$ cat config.mk
export PLATFORM = sky130hd
export DESIGN_NAME = rc_pulse_gen
export DESIGN_NICKNAME = d
export VERILOG_FILES = /design/src/rtl/rc_pulse_gen_pkg.sv /design/src/rtl/rc_pulse_gen_us_tick.sv /design/src/rtl/rc_pulse_gen.sv
export SDC_FILE = /design/constraint.sdc
export NUM_CORES = 1
export LEC_CHECK = 0
export ABC_AREA = 1
export CAP_MARGIN = 0
export CORE_MARGIN = 2
export CORE_UTILIZATION = 25
export CTS_BUF_LIST = sky130_fd_sc_hd__clkbuf_2
export CTS_CLUSTER_DIAMETER = 100
export CTS_CLUSTER_SIZE = 20
export DETAILED_ROUTE_END_ITERATION = 16
export GPL_ROUTABILITY_DRIVEN = 0
export SYNTH_ARGS = -nofsm -noshare
export SYNTH_HDL_FRONTEND = slang
export SYNTH_HIERARCHICAL = 1
export SYNTH_SLANG_ARGS = --single-unit
$ cat constraint.sdc
create_clock -name clk -period 2.5 [get_ports clk]
set_clock_uncertainty 0.15 [all_clocks]
set_input_delay 0.25 -clock clk [delete_from_list [all_inputs] [get_ports clk]]
set_output_delay 0.25 -clock clk [all_outputs]
set_load 0.02 [all_outputs]
$ cat src/rtl/rc_pulse_gen_pkg.sv
// Shared command-word layout, opcode constants and helpers for the RC pulse generator
// and the remote-control receive path that produces its command words.
package rc_pulse_gen_pkg;

    localparam logic [3:0] OP_ENABLE = 4'hF;
    localparam int         US_W      = 12;

    typedef struct packed {
        logic [3:0]      op;
        logic [7:0]      rsvd;
        logic [US_W-1:0] arg;
    } cmd_t;

    // Bits needed to hold 0..terminal-1 (never less than one bit).
    function automatic int cnt_w(input int terminal);
        return (terminal < 2) ? 1 : $clog2(terminal);
    endfunction

    // Zero keeps a channel silent; anything else is forced into [lo, hi].
    function automatic logic [US_W-1:0] clamp_us(input logic [US_W-1:0] raw,
                                                 input logic [US_W-1:0] lo,
                                                 input logic [US_W-1:0] hi);
        if (raw == '0)     return '0;
        else if (raw < lo) return lo;
        else if (raw > hi) return hi;
        else               return raw;
    endfunction

endpackage

$ cat src/rtl/rc_pulse_gen_us_tick.sv
// Free-running prescaler: one-clk tick every CLK_DIV clocks, first tick CLK_DIV-1 clks after reset.
module rc_pulse_gen_us_tick
    import rc_pulse_gen_pkg::*;
#(
    parameter int CLK_DIV = 50
) (
    input  logic clk,
    input  logic rst_n,
    output logic o_tick
);
    localparam int            PW   = cnt_w(CLK_DIV);
    localparam logic [PW-1:0] LAST = PW'(CLK_DIV - 1);

    logic [PW-1:0] r_cnt;

    always_ff @(posedge clk or negedge rst_n) begin
        if (!rst_n)             r_cnt <= '0;
        else if (r_cnt == LAST) r_cnt <= '0;
        else                    r_cnt <= r_cnt + 1'b1;
    end

    assign o_tick = (r_cnt == LAST);

endmodule

$ cat src/rtl/rc_pulse_gen.sv
// Multi-channel servo/ESC pulse generator: double-buffered widths/enables loaded at frame start,
// with a command watchdog that substitutes the neutral width while commands are absent.
module rc_pulse_gen
    import rc_pulse_gen_pkg::*;
#(
    parameter int CLK_DIV    = 50,
    parameter int NCH        = 6,
    parameter int FRAME_US   = 20000,
    parameter int MIN_US     = 800,
    parameter int MAX_US     = 2200,
    parameter int NEUTRAL_US = 1500,
    parameter int WDT_US     = 500000
) (
    input  logic           clk,
    input  logic           rst_n,
    input  logic [23:0]    in_data,
    input  logic           in_wr,
    output logic [NCH-1:0] pwm,
    output logic           frame_stb,
    output logic           failsafe
);
    localparam int              FW         = cnt_w(FRAME_US);
    localparam int              WW         = cnt_w(WDT_US + 1);
    localparam logic [FW-1:0]   FRAME_LAST = FW'(FRAME_US - 1);
    localparam logic [WW-1:0]   WDT_TERM   = WW'(WDT_US);
    localparam logic [US_W-1:0] MIN_W      = US_W'(MIN_US);
    localparam logic [US_W-1:0] MAX_W      = US_W'(MAX_US);
    localparam logic [US_W-1:0] NEUTRAL_W  = US_W'(NEUTRAL_US);

    cmd_t           w_cmd;
    logic           w_tick;
    logic           w_frame_start;
    logic           w_is_width;
    logic           w_is_en;
    logic           w_cmd_ok;
    logic           w_unused_rsvd;

    logic [FW-1:0]  r_frame_cnt;
    logic           r_frame_stb;
    logic [NCH-1:0] r_sh_en;
    logic [NCH-1:0] r_act_en;
    logic [WW-1:0]  r_wdt;
    logic           r_failsafe;

    rc_pulse_gen_us_tick #(.CLK_DIV(CLK_DIV)) u_us_tick (
        .clk    (clk),
        .rst_n  (rst_n),
        .o_tick (w_tick)
    );

    assign w_cmd         = cmd_t'(in_data);
    assign w_is_width    = in_wr && (int'(w_cmd.op) < NCH);
    assign w_is_en       = in_wr && (w_cmd.op == OP_ENABLE);
    assign w_cmd_ok      = w_is_width || w_is_en;
    assign w_unused_rsvd = ^w_cmd.rsvd;
    assign w_frame_start = w_tick && (r_frame_cnt == FRAME_LAST);

    always_ff @(posedge clk or negedge rst_n) begin
        if (!rst_n) begin
            r_frame_cnt <= '0;
            r_frame_stb <= 1'b0;
            r_sh_en     <= '0;
            r_act_en    <= '0;
            r_wdt       <= '0;
            r_failsafe  <= 1'b0;
        end else begin
            r_frame_stb <= w_frame_start;
            if (w_tick)
                r_frame_cnt <= (r_frame_cnt == FRAME_LAST) ? '0 : r_frame_cnt + 1'b1;
            if (w_is_en)
                r_sh_en <= in_data[NCH-1:0];
            // Active enable samples the pre-write shadow, so a coinciding write lands next frame.
            if (w_frame_start)
                r_act_en <= r_sh_en;
            if (w_cmd_ok) begin
                r_wdt      <= '0;
                r_failsafe <= 1'b0;
            end else if (w_tick && (r_wdt != WDT_TERM)) begin
                r_wdt <= r_wdt + 1'b1;
                if (r_wdt == WDT_TERM - 1'b1)
                    r_failsafe <= 1'b1;
            end
        end
    end

    for (genvar gi = 0; gi < NCH; gi++) begin : g_ch
        logic [US_W-1:0] r_sh_w;
        logic [US_W-1:0] r_act_w;
        logic            r_pwm;
        logic            w_wr_ch;

        assign w_wr_ch = w_is_width && (w_cmd.op == 4'(gi));

        always_ff @(posedge clk or negedge rst_n) begin
            if (!rst_n) begin
                r_sh_w  <= '0;
                r_act_w <= '0;
                r_pwm   <= 1'b0;
            end else begin
                if (w_wr_ch)
                    r_sh_w <= clamp_us(w_cmd.arg, MIN_W, MAX_W);
                if (w_frame_start)
                    r_act_w <= r_failsafe ? NEUTRAL_W : r_sh_w;
                r_pwm <= r_act_en[gi] && (r_act_w != '0) && (32'(r_frame_cnt) < 32'(r_act_w));
            end
        end

        assign pwm[gi] = r_pwm;
    end

    assign frame_stb = r_frame_stb;
    assign failsafe  = r_failsafe;

endmodule

==> run summary <==
Critical path class: flop to primary output
Fmax: 432 MHz
YS warnings: 6
Capture point of the worst reg-to-reg path: r_act_en[4]
Port Buffers: 26
Die width: 214 um
Post-Synthesis Cells: 1,397
Critical Path RT: 2100 ps
Die span in y: 214 um
Vias per Instance: 4.54
Total die area: 45,800 um2
Tcrit/Tclk final: 92.6%
PD cells: 455 nW/um2
Clock Latency Late Sink: 810 ps
Grt ovf: 0
Routed WL: 30.0 mm
Max-slew violations: 0
Critical Path AT: 1910 ps
Vias in the first global route: 8,891
Synth area leaders: dfrtp_1 (46%), nand2_1 (16%), ha_1 (8.1%)
Nets@finish: 1,538
Buffers & Inverters on Critical Path: 1
Wire length per cell: 14.8 um
Estimated wirelength of the detail-placed design: 19.9 mm
Hold Crit Depth: 6
Share of layout cells above drive strength 1: 6.94%
Top-area cell type share of the netlist area: 46.3%
Largest net degree at the start of global routing: 85
DRC violation total after the first TritonRoute iteration: 631
TritonCTS buffer count: 14
Delay-heaviest family, CP: buffers and inverters
First-pass GRT wire length: 48.7 mm
Crit Reg-Reg Startpoint: r_frame_cnt[2]
Max-cap viol count: 0
Pleak: 5.96 nW
Commonest cells post-synth: nand2_1 (465), dfrtp_1 (204), inv_1 (135), nor2_1 (127), nand3_1 (76)
Crit-path slowest cell: clkdlybuf4s50_1
Via count: 9,193
Core area: 43,300 um2
Async SR Flop Fraction: 100%
Mapped cell area: 11,000 um2
Library cells used by synthesis: 35
Most common cell in the netlist: nand2_1
Setup TNS: 0 ps
CTS tree: built
Cell taking the most area after synthesis: dfrtp_1
Max incr delay on CP: 620 ps
Worst r2r path cells: 8
DRT antenna net count: 0
Number of antenna violations at the first check in global routing: 1
Setup crit start kind: flop
DR pass1 iterations: 5
I/O pin count: 35
Worst vdd ir: 0.251 mV
Layout Utilization: 28.5%
Rows: 76
Hold crit path type: input port to flop
Critical path, cell by cell: clkdlybuf4s50_1
Clock Sink Count: 204
Register Area: 5100 um2
CTS Root Cell: clkbuf_2
Final setup fails: 0
Post-CTS setup buffers: 0
Max clock buf depth: 3
Main synth FF type: dfrtp_1
Area of the multi-input gates: 5060 um2
Initial Util: 25.5%
Clock-pin slew on the worst setup and hold paths: 380 ps
Tightest Pin Transition: 721 ps
Count of flip-flops with a built-in enable after synthesis: 0
Hold path start: in_data[23]
Synth Area per Inst: 7.88 um2
Worst Hold Path EP: r_sh_en[1]
CP Max Fanout: 3
Post-synthesis register bit count: 204
Clock H-tree levels: 1
Area Growth Syn to Fin: 12.0%
Crit. End Element: primary output
DRC errors left: 0
Status: finished, final reports clean
Fill cells: 4,670
Syn nets: 1,495
Worst relative slew slack: 51.9%
Global Route Usage Sum: 13.2%
Register-to-register setup slack: 230 ps
Period minus WS final: 2310 ps
Fin. Hold Viols: 0
Post-synthesis sequential area ratio: 46.3%
RSZ-0062 raised after global routing: no
-- worst max-delay path by stage --
stage / startpoint / endpoint / slack, ps / depth (start not counted)
global route: u_us_tick/r_cnt[1] / r_wdt[4] / 60 / 9
CTS: failsafe / failsafe / 80 / 1
global placement: in_data[21] / g_ch[3].r_sh_w[11] / 290 / 6
floorplan: u_us_tick/r_cnt[1] / r_frame_cnt[9] / 510 / 12
detailed placement: in_data[5] / g_ch[1].r_sh_w[7] / 250 / 9
finish: failsafe / failsafe / 190 / 1
-- per-stage QoR --
| stage | total power [mW] | instances | hold slack, ps | setup WS [ps] | cell area, um2 |
|---|---|---|---|---|---|
| global route | 5.95 | 2027 | 48.7 | 59.0 | 12300 |
| detailed placement | 4.41 | 2000 | 119 | 248 | 12100 |
| global placement | 4.39 | 2000 | 113 | 294 | 12100 |
| floorplan | 4.10 | 1397 | -196 | 508 | 11000 |
| CTS | 5.70 | 2026 | 29.8 | 82.4 | 12300 |
| finish | 5.61 | 2027 | 95.4 | 186 | 12300 |
-- kinds of logic after synthesis --
logic type	Yosys count	synth area share, %
compound gates	168	8.13
fa+ha+maj	71	8.07
simple gates	744	28.4
buf+inv	193	7.70
xor+xnor	17	1.35
flops	204	46.3
-- area by class of cell --
class,count,share of cell area (%)
flip-flops and latches,204,41.4
multi-input cells,1000,41.0
repair buffers,78,6.54
well taps,585,5.93
inverters,142,4.32
clock buffers,15,0.608
clock inverters,2,0.162
diodes,1,0.0203
-- worst register-to-register path, stage by stage (launching register included) --
cell	delay [ps]
dfrtp_1	870
nand2_1	220
nor2_4	160
inv_2	60
nor3_2	180
nand2_2	80
buf_12	230
nand2_1	110
o21ai_1	60
-- cell usage in the layout, fill, tap and decap left out, drive strengths merged --
cell type,synthesis,routed
nor2,132,132
buf,27,44
diode,0,1
inv,141,143
xnor2,4,4
a31oi,1,1
ha,71,71
nand4,22,22
a21oi,48,48
clkdlybuf4s50,0,25
o21ai,117,117
and3,1,1
o31ai,1,1
nor4,26,26
nor3,9,9
dlygate4sd3,0,8
or2,8,8
dfrtp,204,204
clkbuf,24,16
nand2,466,466
nand3,77,77
clkinv,1,1
xor2,13,13
nand3b,3,3
o21bai,1,1
-- flip-flops by register name (all words and copies together) (netlist names) --
name and count:
r_act_en 6, r_frame_cnt 15, u_us_tick/r_cnt 6, failsafe 1, frame_stb 1, g_ch.r_pwm 6, r_wdt 19, r_sh_en 6
g_ch.r_sh_w 72, g_ch.r_act_w 72
-- routing by layer --
metal	GRT usage (%)	vias to the layer above	part of all wire, %
met5	0	-	0
met4	3.24	0	1.7
met3	0.966	29	4.3
met2	21.9	191	46
met1	18.6	4400	48
li1	-	4573	-
-- what timing repair did --
item                      CTS  global route
hold buffers                9             0
hold endpoints to repair  210             0
resized for setup           0             0
-- report_power, final --
part           internal [mW]  total, mW  switching, mW
clock network          0.178       1.24           1.06
logic                  0.255      0.661          0.406
registers               3.56       3.71          0.146
(Power assumes the default switching activity.)
